File: src/rtl/uart_rx_param_if.sv
// Serial-line / parallel-frame bundle for uart_rx_param.
// master drives the line and watches the frame outputs; slave is the receiver.
interface uart_rx_param_if #(
  parameter int DATA_BITS = 8
);
  logic                 data_in;
  logic [DATA_BITS-1:0] data_out;
  logic                 data_valid;
  logic                 parity_err;
  logic                 frame_err;
  logic                 busy;

  modport master (
    output data_in,
    input  data_out, data_valid, parity_err, frame_err, busy
  );

  modport slave (
    input  data_in,
    output data_out, data_valid, parity_err, frame_err, busy
  );
endinterface

File: src/rtl/uart_rx_param.sv
// Parametrised UART receiver: configurable data width, parity and stop bits.
// Define UART_RX_MAJORITY_EN for 2-of-3 majority sampling around each bit centre.
module uart_rx_param #(
  parameter int CLKS_PER_BIT = 10417,
  parameter int DATA_BITS    = 8,
  parameter int PARITY_MODE  = 0,
  parameter int STOP_BITS    = 1
) (
  input logic             uart_clk,
  input logic             rst,
  uart_rx_param_if.slave  rx
);

  localparam int CNT_W = $clog2(CLKS_PER_BIT);
`ifdef UART_RX_MAJORITY_EN
  // The third sample lands one cycle past centre, so every decision slips by one.
  localparam int START_LAST = CLKS_PER_BIT / 2;
`else
  localparam int START_LAST = CLKS_PER_BIT / 2 - 1;
`endif
  localparam logic [CNT_W-1:0] START_END = CNT_W'(START_LAST);
  localparam logic [CNT_W-1:0] BIT_END   = CNT_W'(CLKS_PER_BIT - 1);
  localparam logic [3:0]       DATA_LAST = 4'(DATA_BITS - 1);
  localparam logic [3:0]       STOP_LAST = 4'(STOP_BITS - 1);

  typedef enum logic [2:0] {IDLE, START, DATA, PARITY, STOP} state_t;

  state_t               state_q, state_d;
  logic [CNT_W-1:0]     cnt_q, cnt_d;
  logic [3:0]           bit_cnt_q, bit_cnt_d;
  logic [DATA_BITS-1:0] shreg_q, shreg_d;
  logic                 perr_q, perr_d;
  logic                 ferr_q, ferr_d;
  logic                 done_d;

  logic [DATA_BITS-1:0] data_out_q;
  logic                 data_valid_q;
  logic                 parity_err_q;
  logic                 frame_err_q;

  logic sync1_q, sync2_q, rx_prev_q;
  logic fall;
  logic sample;

  // NOTE: sequential state uses non-blocking assignments so every flop sees pre-edge values.
`ifdef UART_RX_MAJORITY_EN
  logic rx_prev2_q;

  always_ff @(posedge uart_clk or posedge rst) begin
    if (rst) begin
      sync1_q    <= 1'b1;
      sync2_q    <= 1'b1;
      rx_prev_q  <= 1'b1;
      rx_prev2_q <= 1'b1;
    end else begin
      sync1_q    <= rx.data_in;
      sync2_q    <= sync1_q;
      rx_prev_q  <= sync2_q;
      rx_prev2_q <= rx_prev_q;
    end
  end

  assign sample = (sync2_q & rx_prev_q) | (sync2_q & rx_prev2_q) | (rx_prev_q & rx_prev2_q);
`else
  always_ff @(posedge uart_clk or posedge rst) begin
    if (rst) begin
      sync1_q   <= 1'b1;
      sync2_q   <= 1'b1;
      rx_prev_q <= 1'b1;
    end else begin
      sync1_q   <= rx.data_in;
      sync2_q   <= sync1_q;
      rx_prev_q <= sync2_q;
    end
  end

  assign sample = sync2_q;
`endif

  assign fall = rx_prev_q & ~sync2_q;

  // NOTE: every variable gets a default first so no path leaves one unassigned (no latches).
  always_comb begin
    state_d   = state_q;
    cnt_d     = cnt_q;
    bit_cnt_d = bit_cnt_q;
    shreg_d   = shreg_q;
    perr_d    = perr_q;
    ferr_d    = ferr_q;
    done_d    = 1'b0;

    case (state_q)
      IDLE: begin
        if (fall) begin
          state_d = START;
          cnt_d   = '0;
        end
      end

      START: begin
        if (cnt_q == START_END) begin
          if (sample) begin
            state_d = IDLE;
          end else begin
            state_d   = DATA;
            cnt_d     = '0;
            bit_cnt_d = '0;
            perr_d    = 1'b0;
            ferr_d    = 1'b0;
          end
        end else begin
          cnt_d = cnt_q + 1'b1;
        end
      end

      DATA: begin
        if (cnt_q == BIT_END) begin
          cnt_d   = '0;
          shreg_d = {sample, shreg_q[DATA_BITS-1:1]};
          if (bit_cnt_q == DATA_LAST) begin
            bit_cnt_d = '0;
            state_d   = (PARITY_MODE != 0) ? PARITY : STOP;
          end else begin
            bit_cnt_d = bit_cnt_q + 1'b1;
          end
        end else begin
          cnt_d = cnt_q + 1'b1;
        end
      end

      PARITY: begin
        if (cnt_q == BIT_END) begin
          cnt_d   = '0;
          perr_d  = (PARITY_MODE == 1) ? ~(^shreg_q ^ sample) : (^shreg_q ^ sample);
          state_d = STOP;
        end else begin
          cnt_d = cnt_q + 1'b1;
        end
      end

      STOP: begin
        if (cnt_q == BIT_END) begin
          cnt_d = '0;
          if (!sample) ferr_d = 1'b1;
          // Leave on the last stop-bit centre so a start edge in the next half bit is caught.
          if (bit_cnt_q == STOP_LAST) begin
            state_d = IDLE;
            done_d  = 1'b1;
          end else begin
            bit_cnt_d = bit_cnt_q + 1'b1;
          end
        end else begin
          cnt_d = cnt_q + 1'b1;
        end
      end

      default: state_d = IDLE;
    endcase
  end

  always_ff @(posedge uart_clk or posedge rst) begin
    if (rst) begin
      state_q      <= IDLE;
      cnt_q        <= '0;
      bit_cnt_q    <= '0;
      shreg_q      <= '0;
      perr_q       <= 1'b0;
      ferr_q       <= 1'b0;
      data_out_q   <= '0;
      data_valid_q <= 1'b0;
      parity_err_q <= 1'b0;
      frame_err_q  <= 1'b0;
    end else begin
      state_q      <= state_d;
      cnt_q        <= cnt_d;
      bit_cnt_q    <= bit_cnt_d;
      shreg_q      <= shreg_d;
      perr_q       <= perr_d;
      ferr_q       <= ferr_d;
      data_valid_q <= done_d;
      // Frame outputs change only at completion, together with the valid strobe.
      if (done_d) begin
        data_out_q   <= shreg_q;
        parity_err_q <= perr_d;
        frame_err_q  <= ferr_d;
      end
    end
  end

  assign rx.data_out   = data_out_q;
  assign rx.data_valid = data_valid_q;
  assign rx.parity_err = parity_err_q;
  assign rx.frame_err  = frame_err_q;
  assign rx.busy       = (state_q != IDLE);

endmodule

File: src/flat_wrapper.sv
// flat-port wrapper written by rule: the top's interface ports become plain ports
module uart_rx_param_flat 
#(
  parameter int CLKS_PER_BIT = 10417,
  parameter int DATA_BITS    = 8,
  parameter int PARITY_MODE  = 0,
  parameter int STOP_BITS    = 1
)
  (uart_clk, rst, rx_data_in, rx_data_out, rx_data_valid, rx_parity_err, rx_frame_err, rx_busy);
  uart_rx_param_if #(.DATA_BITS(DATA_BITS)) rx_i ();
  input logic uart_clk;
  input logic rst;
  input wire logic [$bits(rx_i.data_in)-1:0] rx_data_in;
  output wire logic [$bits(rx_i.data_out)-1:0] rx_data_out;
  output wire logic [$bits(rx_i.data_valid)-1:0] rx_data_valid;
  output wire logic [$bits(rx_i.parity_err)-1:0] rx_parity_err;
  output wire logic [$bits(rx_i.frame_err)-1:0] rx_frame_err;
  output wire logic [$bits(rx_i.busy)-1:0] rx_busy;
  assign rx_i.data_in = rx_data_in;
  assign rx_data_out = rx_i.data_out;
  assign rx_data_valid = rx_i.data_valid;
  assign rx_parity_err = rx_i.parity_err;
  assign rx_frame_err = rx_i.frame_err;
  assign rx_busy = rx_i.busy;
  uart_rx_param #(.CLKS_PER_BIT(CLKS_PER_BIT), .DATA_BITS(DATA_BITS), .PARITY_MODE(PARITY_MODE), .STOP_BITS(STOP_BITS)) u_core (.uart_clk(uart_clk), .rst(rst), .rx(rx_i));
endmodule
File: config.mk
export PLATFORM = sky130hd
export DESIGN_NAME = uart_rx_param_flat
export DESIGN_NICKNAME = d
export VERILOG_FILES = /design/src/rtl/uart_rx_param_if.sv /design/src/rtl/uart_rx_param.sv /design/src/flat_wrapper.sv
export SDC_FILE = /design/constraint.sdc
export NUM_CORES = 1
export LEC_CHECK = 0
export ABC_AREA = 1
export BUFFER_PORTS_ARGS = -buffer_cell sky130_fd_sc_hd__buf_4
export CORE_MARGIN = 2
export CORE_UTILIZATION = 41
export DETAILED_ROUTE_END_ITERATION = 10
export PLACE_DENSITY = 0.62
export SYNTH_ARGS = -nofsm -noshare
export SYNTH_HDL_FRONTEND = slang
export SYNTH_SLANG_ARGS = --single-unit
File: constraint.sdc
create_clock -name uart_clk -period 2.1 [get_ports uart_clk]
set_input_delay 0.315 -clock uart_clk [delete_from_list [all_inputs] [get_ports uart_clk]]
set_output_delay 0.315 -clock uart_clk [all_outputs]
set_load 0.05 [all_outputs]
**Word level (Yosys, flattened, before mapping)**

Index checks and enable logic that the tools add are counted.

- Register bits: 45
- Bits of input ports: 3

- Add/subtract/negate cells: 2
- Equal/unequal tests: 17
- Muxes and demuxes: 33
- Bitwise logic cells: 3
- Reduce and logical (&&, ||, !) cells: 11

Operator list:

| cell | number |
|---|---|
| two-way mux 14 bit | 4 |
| one-hot mux 14 bit (3 select lines) | 1 |
| two-way mux 4 bit | 6 |
| two-way mux 3 bit | 7 |
| one-hot mux 3 bit (5 select lines) | 1 |
| adder 14 x 1 -> 14 bit, second input constant | 1 |
| == test 14 x 13 -> 1 bit, second input constant | 1 |
| == test 14 bit, second input constant | 1 |
| != test 2 x 1 -> 1 bit, second input constant | 7 |
| one-hot mux 4 bit (3 select lines) | 1 |
| two-way mux 1 bit | 10 |
| nonzero test 3 bit | 3 |
| XOR reduction 8 bit | 1 |
| AND reduction 7 bit | 1 |
| == test 3 x 2 -> 1 bit, second input constant | 2 |
| AND reduction 6 bit | 1 |
| adder 4 x 1 -> 4 bit, second input constant | 1 |
| == test 4 x 3 -> 1 bit, second input constant | 1 |
| zero test 4 bit | 1 |
| != test 2 bit, second input constant | 2 |
| one-hot mux 1 bit (2 select lines) | 2 |
| == test 3 x 1 -> 1 bit, second input constant | 1 |
| == test 3 bit, second input constant | 1 |
| zero test 3 bit | 1 |
| other kinds (8) | 8 |

**Longest topological paths before layout**

Gate-level depths: netlist (run 1).

- Word-level depth: 4
- Gate-level depth with buffers: 13
- Mapped depth without buffers: 13

**Least setup slack after synthesis (run 1)**

No wires, ideal clock.

- Path kind: register to register
- Start: register u_core.state_q[0]
- End: register u_core.cnt_q[10]
- Library setup time: 0.087 ns
- Arrival time: 1.537 ns
- Data required time: 2.013 ns
- Slack: 0.477 ns
- Stages on the path, launching flop included: 9
- Buffers on the path: 1
- Path through: dfrtp_1 nor2_2 nand2_1 a21oi_1 inv_1 o211ai_2 buf_4 nand2_1 o211ai_1

- Longest elaborated chain between the ends: 4
- Elaborated cells on any way between the ends: 11
- Those cells by class: 6 x eq/ne; 1 x mux; 4 x reduce/logical

RTL lines:

| element | RTL line | RTL |
|---|---|---|
| start: declaration | uart_rx_param.sv:28 | `state_t state_q, state_d;` |
| start signal: assignment | uart_rx_param.sv:174 | `state_q <= state_d;` |
| == test 3 x 2 -> 1 bit or == test 3 bit (tied branches) | uart_rx_param.sv:92 | `case (state_q)` |
| OR reduction 3 bit (no source line) | n/a |  |
| nonzero test 3 bit (no source line) | n/a |  |
| AND reduction 3 bit (no source line) | n/a |  |
| end signal: assignment | uart_rx_param.sv:175 | `cnt_q <= cnt_d;` |
| end: declaration | uart_rx_param.sv:29 | `logic [CNT_W-1:0] cnt_q, cnt_d;` |

Several ways; a longest one is shown, not always the timed one.
A chain may end at the register's enable or synchronous reset.

**Worst setup path in the final report (run 1)**

- Start: register u_core.cnt_q[0]
- End: register u_core.bit_cnt_q[3]

- Longest elaborated chain between the ends: 3
- Elaborated cells on any way between the ends: 6
- Those cells by class: 5 x eq/ne; 1 x reduce/logical

RTL lines:

| element | RTL line | RTL |
|---|---|---|
| == test 14 bit or == test 14 x 13 -> 1 bit (tied branches) | uart_rx_param.sv:117, uart_rx_param.sv:142, uart_rx_param.sv:101 |  |
| != test 2 x 1 -> 1 bit (no source line) | n/a |  |
| AND reduction 6 bit (no source line) * | n/a |  |
| end signal: assignment | uart_rx_param.sv:176 | `bit_cnt_q <= bit_cnt_d;` |
| end: declaration | uart_rx_param.sv:30 | `logic [3:0] bit_cnt_q, bit_cnt_d;` |

Every way passes the cells marked *; elsewhere a longest branch is shown, timed or not.

==> impl_results.md, run 1 <==
* H-tree depth at 2
* CP dominant cell by count: nand2_2
* Critical Path Stages at 10
* Crit path time final at between 1.5 and 2 ns
* Initial drt markers at 104
* R2r setup slk at 0.31 ns
* CTS tree: yes
* Hold EP: u_core.sync1_q
* Clock sink count at 45
* Synthesis-to-finish area growth at 10.9%
* Hold Crit Class: input port to flip-flop
* RSZ-0062 raised after global routing: false
* Mean Syn Cell Area at roughly 7.9 um^2
* Ys Warns at 0
* Clock transition at path regs at ~0.10 ns
* DRT Pass-1 Iters at 5
* Root Driver: clkbuf_8
* Syn Inst Count at 339
* Rows at 29
* Min-delay src: rx_data_in
* PD cells at between 700 and 800 nW/um^2
* CP cell instances: inv_1, ha_1, nand4_1, nor2_2, nand3_4, nand2_2, nand2_2, nor2_4, nand3_1, o21ai_0
* Residual DRC at 0
* Number of max-cap violations at 0
* WL per Instance at about 13 um
* Clock Skew at ~0.0088 ns
* Power after layout at 2.36 mW
* Top_reg_cell synth: dfrtp_1
* Port Buffers at 14
* N_diodes at 0
* Die Area at slightly above 7000 um^2
* Gpl congestion at between 0.9 and 1
* Critical path's largest stage delay at 0.47 ns
* CTS resizes at 0
* Overflow after GRT at 0
* CP Max Fanout at 7
* Detail Placement HPWL at ~4.2 mm
* Layout Nets at 364
* Die Wd at 84.9 um
* Setup Crit Path Kind: flip-flop to flip-flop
* Sequential Power Share at about 44%
* Vias post-DR at 2234
* Comb pwr share at a little over a quarter
* Commonest non-fill, non-tap cell in the layout: nand2_1
* Max-slew headroom at about three fifths
* Placeable Area at about 6300 um^2
* Post-synth EDFFs at 0
* Ports at 15
* Latest clock arrival within the worst-skew pair at between 0.3 and 0.4 ns
* Initial antenna violation count at 0
* Hold-fix buffers, CTS at 0
* Peak Freq at approximately 560 MHz
* Vias in the first global route at roughly 2100
* FF-to-FF Start: u_core.cnt_q[0]
* Post-Syn Area at around 2700 um^2
* FF+latch count, synth at 45
* Final Hold Slack at 0.102 ns
* Vias per inst at roughly 5.1
* Worst Path Arrival at between 2 and 2.5 ns
* Total wire length at around 5.7 mm
* Worst Hold Path Cells at 1
* Crit. End Element: flip-flop
* Max VDD drop at about 0.49 mV
* Leak at 1.39 nW
* CTS buffer count at 5
* Post-route design area at a little under 3000 um^2
* Sequential share of the synthesized area at between 40% and 50%
* Post-layout util at between 40% and 50%
* Longest Clk Path Bufs at 2
* Share of layout cells above drive strength 1 at a little under a fifth
* Cell Int Power at around 1.5 mW
* Status: finished clean
* Die Y at ~85 um
* Worst reg2reg endpoint: u_core.bit_cnt_q[3]
* GR Util All Layers at 17.0%
* Fin. max-slew vios at 0
* Post-CTS Repair Setup Buffers at 0
* Final setup fails at 0
* Largest net degree at the start of global routing at between 40 and 50
* Sw power at roughly 860 uW
* Post-Place Cell Area at ~2900 um^2
* CP required at between 2 and 2.5 ns
* Worst-margin pin slew at about 0.58 ns
* Commonest cells after routing, fill and taps aside: nand2_1 (77), dfrtp_1 (42), inv_1 (41)
* Final ANT Viol Nets at 0
* CP top delay family: simple AND/OR/NAND/NOR gates
* Mapped Nets at 347
* Register-to-Register Path Depth at 10
* Setup TNS at 0 ns
* Net Sw Frac at a little over a third
* CP bufs+invs at 1
* Tcrit/Tclk final at a little under nine tenths
* Starting Density at a little over two fifths
* Clock power share at 30.0%
* Cell variety after synth at 34
* CP max-delay cell: dfrtp_1
* Critical Path Source Type: flip-flop
* Global-route wire length before repair at ~10 mm
* Final hold violation count at 0
* Fraction of registers with async set/reset at 100%
stage by stage:
step,worst slack [ns],instances
2_1_floorplan,0.477,339
3_3_place_gp,0.345,426
3_5_place_dp,0.313,426
4_1_cts,0.292,434
5_1_grt,0.0836,434
6_report,0.312,434
logic make-up after synthesis:
| kind of cell | count (synthesis) | share of synthesized area [%] |
|---|---|---|
| AO/OA/AOI/OAI | 43 | 10.5 |
| XOR/XNOR | 8 | 2.61 |
| adder cells (fa/ha/maj) | 5 | 2.33 |
| buffers and inverters | 58 | 8.99 |
| flip-flops | 45 | 42.1 |
| multiplexers | 1 | 0.373 |
| AND/OR/NAND/NOR | 179 | 33.1 |
sequential cells by signal, summed over array words and instances, names as in the netlist:
signal / cells
u_core.state_q: 3
u_core.shreg_q: 8
u_core.rx.frame_err: 1
u_core.rx.data_valid: 1
u_core.sync1_q: 1
u_core.bit_cnt_q: 4
u_core.perr_q: 1
u_core.ferr_q: 1
u_core.rx.parity_err: 1
u_core.cnt_q: 14
u_core.rx_prev_q: 1
u_core.rx.data_out: 8
u_core.sample: 1
cells in the mapped netlist, types with 2 or more instances:
cell type,n,area share [%]
nand2_2,6,1.4
ha_1,5,2.3
inv_1,42,5.9
nor2_4,7,2.9
nand4_1,12,2.8
dfstp_2,3,2.9
xor2_1,8,2.6
nand3b_1,3,0.84
nand2_1,77,11
o21ai_1,2,0.37
nor3_1,7,1.3
dfrtp_1,42,39
o21bai_1,2,0.56
a21oi_1,3,0.56
buf_4,4,1.1
o211ai_1,5,1.4
inv_2,9,1.3
o21ai_0,18,3.4
nor2_2,3,0.70
o21ai_2,8,2.6
nand3_1,36,6.7
nand3_4,2,1.3
nor2_1,24,3.4
worst reg2reg max path: stages, from the launching register on:
cell and delay [ns]:
dfrtp_1 0.47, inv_1 0.09, ha_1 0.20, nand4_1 0.12
nor2_2 0.14, nand3_4 0.15, nand2_2 0.14, nand2_2 0.08
nor2_4 0.15, nand3_1 0.08, o21ai_0 0.09
layer usage:
metal  global-route usage (%)  wire, um
met1                     22.0      2510
met2                     27.6      2810
met3                     4.47       248
met4                     6.06        94
met5                        0         0
how the worst max path moves through the flow:
| stage | start | to | slack [ns] |
|---|---|---|---|
| finish | u_core.cnt_q[0] | u_core.bit_cnt_q[3] | 0.31 |
| global route | u_core.cnt_q[0] | u_core.bit_cnt_q[3] | 0.08 |
| CTS | u_core.cnt_q[0] | u_core.bit_cnt_q[3] | 0.29 |
| detailed placement | u_core.cnt_q[0] | u_core.bit_cnt_q[3] | 0.31 |
| global placement | u_core.cnt_q[0] | u_core.rx.frame_err | 0.35 |
| floorplan | u_core.state_q[0] | u_core.cnt_q[10] | 0.48 |
power groups by stage:
stage	Sequential, mW	Combinational [mW]	Clock, mW
after floorplan	0.990	0.537	0
after global placement	1.04	0.634	0
after detailed placement	1.05	0.632	0
after CTS	1.03	0.634	0.728
after global routing	1.05	0.712	0.757
final	1.03	0.621	0.708
layout make-up:
| type | instances | area (um^2) |
|---|---|---|
| fillers | 637 | 3370 |
| inverters | 51 | 191 |
| multi-input cells | 236 | 1310 |
| clock inverters | 3 | 50.0 |
| flip-flops and latches | 45 | 1130 |
| repair buffers | 17 | 128 |
| well taps | 77 | 96.3 |
| clock buffers | 5 | 68.8 |
(Power assumes the default switching activity.)
==> run 2, diff against run 1 <==
--- a/config.mk
+++ b/config.mk
@@ -6,11 +6,11 @@
 export NUM_CORES = 1
 export LEC_CHECK = 0
 export ABC_AREA = 1
-export BUFFER_PORTS_ARGS = -buffer_cell sky130_fd_sc_hd__buf_4
 export CORE_MARGIN = 2
-export CORE_UTILIZATION = 41
+export CORE_UTILIZATION = 63
 export DETAILED_ROUTE_END_ITERATION = 10
-export PLACE_DENSITY = 0.62
+export DONT_BUFFER_PORTS = 1
+export PLACE_DENSITY = 0.84
 export SYNTH_ARGS = -nofsm -noshare
 export SYNTH_HDL_FRONTEND = slang
 export SYNTH_SLANG_ARGS = --single-unit
==> run 2 against run 1 <==
Cell count fell by 9.0%. Global-route usage rose by 7.8 points. Total power fell by 5.3%. Critical endpoint is now u_core.cnt_q[6].
==> impl_results.md, run 2 (synthesis results as in run 1) <==
* Detail Placement HPWL at around 4.0 mm
* Post-layout util at a little over two thirds
* CP cell instances: ha_1, nand4_1, nor2_1, nand2_1, o211ai_2, buf_4, nand2_1, o211ai_1
* Layout Nets at ~350
* CTS buffer count at 5
* Initial drt markers at approximately 180
* Clock transition at path regs at 0.09 ns
* Net Sw Frac at a little under two fifths
* Clock power share at a little over a quarter
* H-tree depth at 2
* Die Wd at between 60 and 70 um
* Tcrit/Tclk final at roughly 86%
* Max VDD drop at 0.653 mV
* Vias in the first global route at ~2100
* CP dominant cell by count: nand2_1
* Hold Crit Class: input port to async pin
* Clock sink count at between 40 and 50
* Max reg flops at 14
* Crit. End Element: flip-flop
* Final ANT Viol Nets at 0
* Final setup fails at 0
* Clock Skew at approximately 0.0075 ns
* CTS tree: yes
* Final hold violation count at 0
* Worst reg2reg endpoint: u_core.cnt_q[6]
* Post-Place Cell Area at approximately 2700 um^2
* Setup Crit Path Kind: flip-flop to flip-flop
* Commonest non-fill, non-tap cell in the layout: nand2_1
* CP max-delay cell: dfrtp_1
* Ports at 15
* Critical Path Source Type: flip-flop
* Sw power at about 830 uW
* N_diodes at 0
* Gpl congestion at 0.974
* Max-slew headroom at a little over three fifths
* Placed cells at approximately 390
* Placeable Area at around 4100 um^2
* GR Util All Layers at between 20 and 25%
* Fin. max-slew vios at 0
* Register-to-Register Path Depth at 8
* Initial antenna violation count at 0
* Setup TNS at 0 ns
* Residual DRC at 0
* CP Max Fanout at 8
* Longest Clk Path Bufs at 2
* Critical Path Stages at 8
* FF-to-FF Start: u_core.cnt_q[0]
* Peak Freq at 553 MHz
* Worst slack at placement at roughly 0.31 ns
* Reg with most FFs: u_core.cnt_q
* CP bufs+invs at 1
* Global-route wire length before repair at 9.61 mm
* Vias per inst at approximately 5.5
* R2r setup slk at 0.29 ns
* CP required at 2.33 ns
* Start point of the critical path: u_core.cnt_q[0]
* Total wire length at between 5 and 6 mm
* Port Buffers at 0
* Die Area at roughly 4800 um^2
* Die Y at slightly below 70 um
* Share of layout cells above drive strength 1 at ~16%
* Cell Int Power at ~1.4 mW
* Crit path capture: u_core.cnt_q[6]
* Worst-margin pin slew at about 0.55 ns
* CP top delay family: simple AND/OR/NAND/NOR gates
* DRT Pass-1 Iters at 4
* Critical path's largest stage delay at 0.46 ns
* Crit path time final at roughly 1.8 ns
* Rows at 23
* Largest net degree at the start of global routing at between 40 and 50
* WL per Instance at approximately 14 um
* Commonest cells after routing, fill and taps aside: nand2_1 (77), dfrtp_1 (42), inv_1 (41)
* Number of max-cap violations at 0
* Power after layout at ~2.2 mW
* Root Driver: clkbuf_8
* Post-CTS Repair Setup Buffers at 0
* RSZ-0062 raised after global routing: false
* Starting Density at roughly two thirds
* Latest clock arrival within the worst-skew pair at approximately 0.3 ns
* Worst Path Arrival at ~2.0 ns
* Post-route design area at 2840 um^2
* Setup ws final at 0.291 ns
* Leak at between 1 and 1.5 nW
* Vias post-DR at roughly 2200
* PD cells at roughly 790 nW/um^2
* Synthesis-to-finish area growth at 5.68%
* Overflow after GRT at 0
* Finished Layout Cells at slightly below 400
* Final Hold Slack at between 0.02 and 0.025 ns
* Status: finished clean
* Comb pwr share at 27.8%
* Sequential Power Share at between 40% and 50%
run 2: changes by cell type in the layout (fill, tap and decap cells not counted), sizes merged:
cell | before | now
buf | 17 | 4
bufinv | 1 | 0
clkbuf | 5 | 6
dlygate4sd3 | 0 | 1
run 2: metal layers:
metal  up-vias  track usage [%]  wire length, um
met2        51             39.1             2520
met3         4             6.10              301
met4         0             9.37               45
met5         -                0                0
li1       1108                -                -
met1      1019             33.1             2550
run 2: worst min-delay path by stage:
stage / cells after the start / startpoint / endpoint / slack [ns]
finish: 2 / rst / u_core.rx.data_out[0] / 0.02
global route: 2 / rst / u_core.shreg_q[2] / 0.08
global placement: 0 / rx_data_in / u_core.sync1_q / 0.32
floorplan: 0 / rx_data_in / u_core.sync1_q / 0.32
detailed placement: 0 / rx_data_in / u_core.sync1_q / 0.32
CTS: 2 / rst / u_core.rx.parity_err / 0.04
run 2: area by class of cell:
class | instances | area [um^2]
multi-input combinational | 236 | 1310
fill | 308 | 1220
sequential | 45 | 1130
inverter | 51 | 191
clock buffer | 6 | 82.6
tap | 50 | 62.6
timing repair buffer | 5 | 40.0
clock inverter | 2 | 17.5
run 2: power groups by stage:
stage               registers, mW  clock network, mW  logic, mW
detailed placement           1.04                  0      0.613
CTS                          1.03              0.605      0.623
finish                       1.03              0.585      0.621
global placement             1.04                  0      0.601
floorplan                   0.990                  0      0.537
global route                 1.04              0.637      0.687
run 2: worst reg2reg max path, delay by kind of cell (launching register included):
family                   cells  cell delay (ns)
buffers and inverters        1             0.22
adder cells (fa/ha/maj)      1             0.22
AO/OA/AOI/OAI                2             0.36
AND/OR/NAND/NOR              4             0.49
flip-flops                   1             0.46
run 2: repair_timing:
item / in CTS / in global routing
hold buffers: 1 / 0
hold endpoints to repair: 1 / 0
gates resized for setup: 0 / 0
